### src/rtl/pc_gen.sv
// pc_gen: program-counter generator at the head of the fetch stage.
// Holds the architectural PC and selects the next PC from: exception vector,
// exception return, J-type jump, register jump, conditional branch, or PC+4.
// Optional build macro: ALIGN_CHECK_EN adds a misaligned-target trap on
// register jumps and exception returns (output misalign).
module pc_gen #(
  parameter int          WIDTH      = 32,
  parameter logic [31:0] RESET_PC   = 32'h0000_3000,
  parameter logic [31:0] EXC_VECTOR = 32'h0000_4180
) (
  input  logic             clk,
  input  logic             rst_n,
  input  logic             stall,
  input  logic             halt,
  input  logic [2:0]       BrOp,
  input  logic [WIDTH-1:0] rs_data,
  input  logic [WIDTH-1:0] rt_data,
  input  logic [15:0]      immi16,
  input  logic [25:0]      target,
  input  logic             Jump,
  input  logic             JumpReg,
  input  logic             exc_req,
  input  logic             eret,
  input  logic [WIDTH-1:0] epc,
  output logic [WIDTH-1:0] PC,
  output logic [WIDTH-1:0] NPC,
  output logic [WIDTH-1:0] PC_plus_4,
  output logic             fetch_valid,
  output logic             redirect,
  output logic [1:0]       state
`ifdef ALIGN_CHECK_EN
  ,
  output logic             misalign
`endif
);

  localparam logic [1:0] ST_BOOT = 2'b00;
  localparam logic [1:0] ST_RUN  = 2'b01;
  localparam logic [1:0] ST_HALT = 2'b10;

  localparam logic [WIDTH-1:0] RESET_PC_W   = WIDTH'(RESET_PC);
  localparam logic [WIDTH-1:0] EXC_VECTOR_W = WIDTH'(EXC_VECTOR);

  // Signed branch condition; reserved and 000 encodings never take.
  function automatic logic br_eval(input logic [2:0] op,
                                   input logic signed [WIDTH-1:0] a,
                                   input logic signed [WIDTH-1:0] b);
    logic taken;
    taken = 1'b0;
    case (op)
      3'b001:  taken = (a == b);
      3'b010:  taken = (a != b);
      3'b011:  taken = (a <= 0);
      3'b100:  taken = (a > 0);
      3'b101:  taken = (a < 0);
      3'b110:  taken = (a >= 0);
      default: taken = 1'b0;
    endcase
    return taken;
  endfunction

  // Word offset sign-extended and scaled to bytes.
  function automatic logic signed [WIDTH-1:0] br_offset(input logic [15:0] imm);
    return {{(WIDTH-18){imm[15]}}, imm, 2'b00};
  endfunction

  logic [1:0]              state_q, state_d;
  logic [WIDTH-1:0]        pc_q, pc_d;
  logic [WIDTH-1:0]        pc_plus4;
  logic [WIDTH-1:0]        br_tgt;
  logic [WIDTH-1:0]        jmp_tgt;
  logic signed [WIDTH-1:0] rs_s, rt_s;
  logic                    br_taken;
  logic [WIDTH-1:0]        npc;
  logic                    redir;
`ifdef ALIGN_CHECK_EN
  logic                    mis;
`endif

  assign rs_s     = signed'(rs_data);
  assign rt_s     = signed'(rt_data);
  assign pc_plus4 = pc_q + WIDTH'(4);
  assign br_tgt   = pc_plus4 + $unsigned(br_offset(immi16));
  assign jmp_tgt  = {pc_q[WIDTH-1:28], target, 2'b00};
  assign br_taken = br_eval(BrOp, rs_s, rt_s);

  // Next-PC source selection in priority order; valid in every state.
  always_comb begin
    npc   = pc_plus4;
    redir = 1'b0;
`ifdef ALIGN_CHECK_EN
    mis   = 1'b0;
`endif
    if (exc_req) begin
      npc   = EXC_VECTOR_W;
      redir = 1'b1;
    end else if (eret) begin
      npc   = epc;
      redir = 1'b1;
`ifdef ALIGN_CHECK_EN
      if (epc[1:0] != 2'b00) begin
        npc = EXC_VECTOR_W;
        mis = 1'b1;
      end
`endif
    end else if (Jump) begin
      npc   = jmp_tgt;
      redir = 1'b1;
    end else if (JumpReg) begin
      npc   = rs_data;
      redir = 1'b1;
`ifdef ALIGN_CHECK_EN
      if (rs_data[1:0] != 2'b00) begin
        npc = EXC_VECTOR_W;
        mis = 1'b1;
      end
`endif
    end else if (br_taken) begin
      npc   = br_tgt;
      redir = 1'b1;
    end
  end

  // Control state and PC next-state: exceptions override stall and wake HALT.
  always_comb begin
    state_d = state_q;
    pc_d    = pc_q;
    case (state_q)
      ST_BOOT: state_d = ST_RUN;
      ST_RUN: begin
        if (exc_req) begin
          pc_d = EXC_VECTOR_W;
        end else begin
          if (!stall) pc_d = npc;
          if (halt)   state_d = ST_HALT;
        end
      end
      ST_HALT: begin
        if (exc_req) begin
          state_d = ST_RUN;
          pc_d    = EXC_VECTOR_W;
        end
      end
      default: state_d = ST_BOOT;
    endcase
  end

  // PC and state registers with synchronous active-low reset.
  always_ff @(posedge clk) begin
    if (!rst_n) begin
      state_q <= ST_BOOT;
      pc_q    <= RESET_PC_W;
    end else begin
      state_q <= state_d;
      pc_q    <= pc_d;
    end
  end

  assign PC          = pc_q;
  assign NPC         = npc;
  assign PC_plus_4   = pc_plus4;
  assign redirect    = redir;
  assign state       = state_q;
  assign fetch_valid = (state_q == ST_RUN) && !stall;
`ifdef ALIGN_CHECK_EN
  assign misalign    = mis;
`endif

endmodule

### config.mk
export PLATFORM = sky130hd
export DESIGN_NAME = pc_gen
export DESIGN_NICKNAME = d
export VERILOG_FILES = /design/src/rtl/pc_gen.sv
export SDC_FILE = /design/constraint.sdc
export NUM_CORES = 1
export LEC_CHECK = 0
export ABC_AREA = 0
export BUFFER_PORTS_ARGS = -buffer_cell sky130_fd_sc_hd__buf_2
export CAP_MARGIN = 40
export CORE_MARGIN = 5
export CORE_UTILIZATION = 40
export CTS_CLUSTER_DIAMETER = 150
export DETAILED_ROUTE_END_ITERATION = 12
export PLACE_DENSITY_LB_ADDON = 0.3
export SLEW_MARGIN = 10
export SYNTH_ARGS = -nofsm -noshare
export SYNTH_HDL_FRONTEND = slang
export SYNTH_SLANG_ARGS = --single-unit
export TNS_END_PERCENT = 30
### constraint.sdc
create_clock -name clk -period 5.49 [get_ports clk]
set_clock_uncertainty 0.05 [all_clocks]
set_input_delay 0.2745 -clock clk [delete_from_list [all_inputs] [get_ports clk]]
set_output_delay 0.2745 -clock clk [all_outputs]
set_load 0.005 [all_outputs]
; ---- Word-level counts from Yosys, hierarchy flattened
; Cells that the tools add are included.
[totals]
reg_bits = 34
out_inout_bits = 100
elab_cells = 47
[op_classes]
n_addsub = 2
order_cmp = 4
n_eq_ne = 14
muxes = 19
reduce_logical = 6
[ops]
columns = op, n
row1 = 32-bit 2-to-1 mux, 8
row2 = 32-bit case mux with 2 select lines, 1
row3 = "32-bit by 3-bit adder with 32-bit output, second input constant", 1
row4 = 32-bit adder, 1
row5 = 32-bit == test, 1
row6 = "32-bit by 1-bit >= comparator with 1-bit output, second input constant", 1
row7 = "32-bit by 1-bit > comparator with 1-bit output, second input constant", 1
row8 = "32-bit by 1-bit less-or-equal comparator with 1-bit output, second input constant", 1
row9 = "32-bit by 1-bit < comparator with 1-bit output, second input constant", 1
row10 = 32-bit inequality test, 1
row11 = "3-bit == test, second input constant", 3
row12 = "3-bit by 2-bit == test with 1-bit output, second input constant", 2
row13 = 2-bit 2-to-1 mux, 3
row14 = "2-bit inequality test, second input constant", 3
row15 = 1-bit case mux with 6 select lines, 1
row16 = 2-bit case mux with 3 select lines, 1
row17 = 3-bit AND reduction, 2
row18 = 1-bit 2-to-1 mux, 5
row19 = "3-bit by 1-bit == test with 1-bit output, second input constant", 1
row20 = "3-bit inequality test, second input constant", 1
row21 = "2-bit by 1-bit == test with 1-bit output, second input constant", 1
row22 = "2-bit == test, second input constant", 1
row23 = 2-bit zero test, 1
row24 = 2-bit nonzero test, 1
row25 = 2 further kinds, 2

; ---- Logic depth before layout (Yosys ltp)
[logic_depth]
depth_word = 10
depth_mapped = 18
mapped_depth_nobuf = 16

; ---- Worst setup path after synthesis
; OpenSTA, ideal clock, no wires.
[synth_path]
path_kind = register to output
from = reg pc_q[4] (netlist: PC[4])
to = out NPC[23]
t_arrival_ns = 3.569
path_slack_ns = 1.597
path_stages_with_launch = 16
n_path_buf = 1
path_cell_list = dfxtp_1 > and4_1 > and4_1 > clkbuf_1 > nand2b_1 > nor2_1 > xor2_1 > ha_1 > nand2_1 > or3_1 > o31ai_1 > a21oi_1 > xnor2_1 > mux2_2 > o211ai_1 > a311oi_1
[synth_via]
elab_chain_cells = 7
[synth_lines]
columns = item, line_no
row1 = from (decl), 68  ; logic [WIDTH-1:0] pc_q, pc_d;
row2 = from (signal assigned), 155  ; pc_q <= pc_d;
row3 = 32-bit by 3-bit adder with 32-bit output, 82  ; assign pc_plus4 = pc_q + WIDTH'(4);
row4 = net PC_plus_4[15], 27  ; output logic [WIDTH-1:0] PC_plus_4,
row5 = 32-bit adder, 83  ; assign br_tgt = pc_plus4 + $unsigned(br_offset(immi16));
row6 = 32-bit 2-to-1 mux, 118  ; end else if (br_taken) begin
row7 = 32-bit 2-to-1 mux, 109  ; end else if (JumpReg) begin
row8 = 32-bit 2-to-1 mux, 106  ; end else if (Jump) begin
row9 = 32-bit 2-to-1 mux, 97  ; end else if (eret) begin
row10 = 32-bit 2-to-1 mux, 94  ; if (exc_req) begin
row11 = to (decl), 26  ; output logic [WIDTH-1:0] NPC,
; The timed path passes the listed nets, and every way through them passes these cells.

; ---- Worst setup path after layout
[layout_path]
from = reg pc_q[2] (netlist: PC[2])
to = out NPC[23]
[layout_via]
elab_chain_cells = 7
[layout_lines]
columns = item, line_no
row1 = 32-bit by 3-bit adder with 32-bit output (*), 82
row2 = 32-bit adder, 83
row3 = 32-bit 2-to-1 mux (*), 118
row4 = 32-bit 2-to-1 mux (*), 109
row5 = 32-bit 2-to-1 mux (*), 106
row6 = 32-bit 2-to-1 mux (*), 97
row7 = 32-bit 2-to-1 mux (*), 94
; Every way passes the cells marked *; elsewhere a longest branch is shown, timed or not.

==> metrics.csv <==
stage;metric;value;unit
clock_network;TritonCTS buffer count;5;
grt;number of global-route vias before repair;6716;
clock_network;Worst-path clk slew;0.06;ns
die;Row Count;42;
pwr;Leak Pwr;0.00332;uW
worst_setup_path;Worst path max stage delay;0.50;ns
drt;DR pass1 iterations;8;
clock_network;clock tree from TritonCTS;yes;
grt;pin count of the biggest net entering global routing;37;
drt;Via Count;7142;
layout;FF/Latch Area;681;um2
timing;final worst path period need;4.81;ns
timing;# setup viols final;0;
pwr;combinational share of power;48.5;%
grt;initial antenna violation count;1;
pwr;NetSw;487;uW
layout;multi-input logic area;0.00453;mm2
clock_network;CTS Root Cell;clkbuf_16;
worst_setup_path;Crit Path Max Fanout;8;
synthesis;post-synthesis adder-cell area fraction;8.61;%
synthesis;multiplexer share of the synthesized area;2.84;%
timing;Post-Route Setup TNS;0;ns
placement;Post-Place Cells;1156;
placement;RD Place Congestion;0.963;
worst_setup_path;Critical Path Source Type;flop;
synthesis;syn_nets;951;
worst_hold_path;min-delay worst type;input port to flop;
worst_setup_path;critical-path cell list;ha_1 -> and3_1 -> nand4_1 -> xnor2_1 -> ha_1 -> nand2_1 -> o21ai_0 -> a2111oi_2 -> o31ai_1 -> a21oi_1 -> xnor2_1 -> mux2_2 -> o211ai_1 -> a311oi_1 -> buf_2;
grt;grt total ovfl;0;
status;outcome;completed;
die;Die ar.;0.0161;mm2
clock_network;TritonCTS Sinks;34;
drt;DRC;0;
pwr;Sequential Power Share;23.8;%
flow_run;Max Cap Viol;0;
synthesis;sequential share of the synthesized area;12.5;%
clock_network;# Post-CTS Setup Buffers;0;
clock_network;Resized cells post-CTS;0;
synthesis;Synth Area in Simple Gates;25.8;%
drt;Final ANT Viol Nets;0;
synthesis;Compound-Gate Fraction of Synth Area;32.1;%
timing;Tcrit/Tclk final;87.7;%
layout;# diodes;0;
die;initial core utilization;41.1;%
clock_network;hold_buf cts;0;
layout;most frequent cells in the layout;buf_2, nand2_1, a21oi_1;
synthesis;synthesized area;0.00546;mm2
die;Die Span Y;127;um
timing;worst-margin pin slew;0.840;ns
layout;Non-Filler Instances;1164;
timing;Slew HR;43.8;%
timing;Final Max Tran Viols;0;
clock_network;clock tree buffer depth;2;
die;CORE AREA;0.0133;mm2
worst_setup_path;CP max-delay cell;o21ai_0;
die;Top Ports;249;
layout;fraction of layout cells with a size suffix above 1;28.4;%
synthesis;Synth cell types;74;
synthesis;Synth Flop Type;dfxtp_1;
grt;gr usage total;29.3;%
synthesis;register bit total from synthesis;34;
grt;first-pass GRT wire length;37400;um
layout;most common cell after layout, fill and taps aside;buf_2;
clock_network;H-tree levels;2;
drt;initial DRC count;768;
worst_setup_path;element type at the critical path end;output port;
worst_setup_path;Worst Path Required;5.17;ns
synthesis;synthesized instance count;765;
worst_setup_path;critical path data arrival time;4.49;ns
placement;I/O Buffers;248;
placement;placed wire-length estimate;20500;um
worst_setup_path;WS Path Type;flop to output port;
drt;vias per cell;6.14;
drt;routed wire length;25000;um
pwr;power per standard cell area;172;mW/mm2
synthesis;Post-Synth XOR/XNOR Area;13.6;%
drt;Avg WL per Cell;21.5;um
pwr;Max IR drop VDD;0.0987;mV
timing;final hold viol count;0;
pwr;clock network power share;27.7;%
layout;Net count, final;1173;
die;die width;127;um
clock_network;Clk Latency, worst-skew pair;0.28;ns
timing;unrepaired setup endpoints after global routing;false;
synthesis;largest family of logic cells by synthesized area;compound AO/OA/AOI/OAI gates;
layout;Area Growth Syn to Fin;27.7;%
synthesis;Synth warnings;0;
synthesis;Async SR Flop Fraction;0;%
pwr;switching share of power;40.6;%
layout;Layout fillers;1397;
pwr;Power Internal;713;uW
timing;max frequency;208;MHz
synthesis;Post-synth EDFFs;0;
synthesis;Mapped Avg Cell Area;7.14;um2
[layer usage]
metal / routed length [um] / part of all wire, % / vias up / GRT usage [%]
li1: - / - / 3324 / -
met1: 9940 / 40 / 3311 / 38.0
met2: 11700 / 47 / 455 / 48.7
met3: 2630 / 11 / 50 / 6.01
met4: 731 / 2.9 / 2 / 9.15
met5: 13 / 0.052 / - / 0
[power by group through the flow]
stage	Sequential (uW)	Combinational, uW	Clock (uW)
floorplan	284	344	0
global placement	290	567	0
detailed placement	290	569	0
CTS	284	572	328
global route	288	629	340
finish	285	582	333
[Yosys cell counts (all sizes together) (17+ instances only)]
| master | instances | share of area (%) |
|---|---|---|
| dfxtp | 34 | 12 |
| nand2b | 17 | 1.9 |
| nor3 | 24 | 2.2 |
| nand4 | 22 | 2.5 |
| a21o | 19 | 2.6 |
| xnor2 | 67 | 11 |
| nor2 | 68 | 4.7 |
| xor2 | 18 | 2.9 |
| nand2 | 71 | 4.9 |
| nand3 | 18 | 1.6 |
| clkbuf | 30 | 2.1 |
| inv | 19 | 1.3 |
| o21ai | 36 | 3.3 |
| a21oi | 69 | 6.3 |
| ha | 36 | 8.2 |
[registers in the layout, summed over array words and instances (netlist names)]
register  flops
PC           32
state         2
[worst paths after layout]
| path | startpoint | end | slack (ns) | cells after the start |
|---|---|---|---|---|
| setup / recovery | PC[2] | NPC[23] | 0.68 | 15 |
| hold / removal | epc[5] | PC[5] | 0.22 | 3 |
| setup reg to reg | PC[2] | PC[31] | 1.19 | 14 |
| hold reg to reg | PC[24] | PC[24] | 0.47 | 1 |
[critical path: cells and delay by family (launching register included)]
family / cells / cell delay [ns]
xor gates and xnor gates: 2 / 0.36
buffers and inverters: 1 / 0.17
and+or+nand+nor: 3 / 0.56
DFF: 1 / 0.49
adders and majority gates: 2 / 0.69
AOI/OAI and AO/OA: 6 / 1.71
muxes: 1 / 0.22
[metrics by stage]
step / util (%) / instance area (um2) / hold slack, ns / power (uW) / worst slack [ns]
2_1_floorplan: - / 5460 / 0.366 / 628 / 1.60
3_3_place_gp: 51.0 / 6780 / 0.446 / 857 / 0.978
3_5_place_dp: 51.2 / 6810 / 0.456 / 859 / 1.04
4_1_cts: 52.5 / 6980 / 0.221 / 1180 / 0.718
5_1_grt: 52.5 / 6980 / 0.231 / 1260 / 0.320
6_report: 52.5 / 6980 / 0.221 / 1200 / 0.678
[area by class of cell]
class | instances | area share, %
multi-input combinational | 672 | 65.0
timing repair buffer | 254 | 18.6
sequential | 34 | 9.76
tap | 176 | 3.16
clock buffer | 6 | 1.85
inverter | 20 | 1.08
clock inverter | 2 | 0.538
[kinds of logic after synthesis]
group	count (synthesis)
AND/OR/NAND/NOR	281
AO/OA/AOI/OAI	254
XOR/XNOR	85
buffers and inverters	59
adder cells (fa/ha/maj)	37
flip-flops	34
multiplexers	15
(Power assumes the default switching activity.)
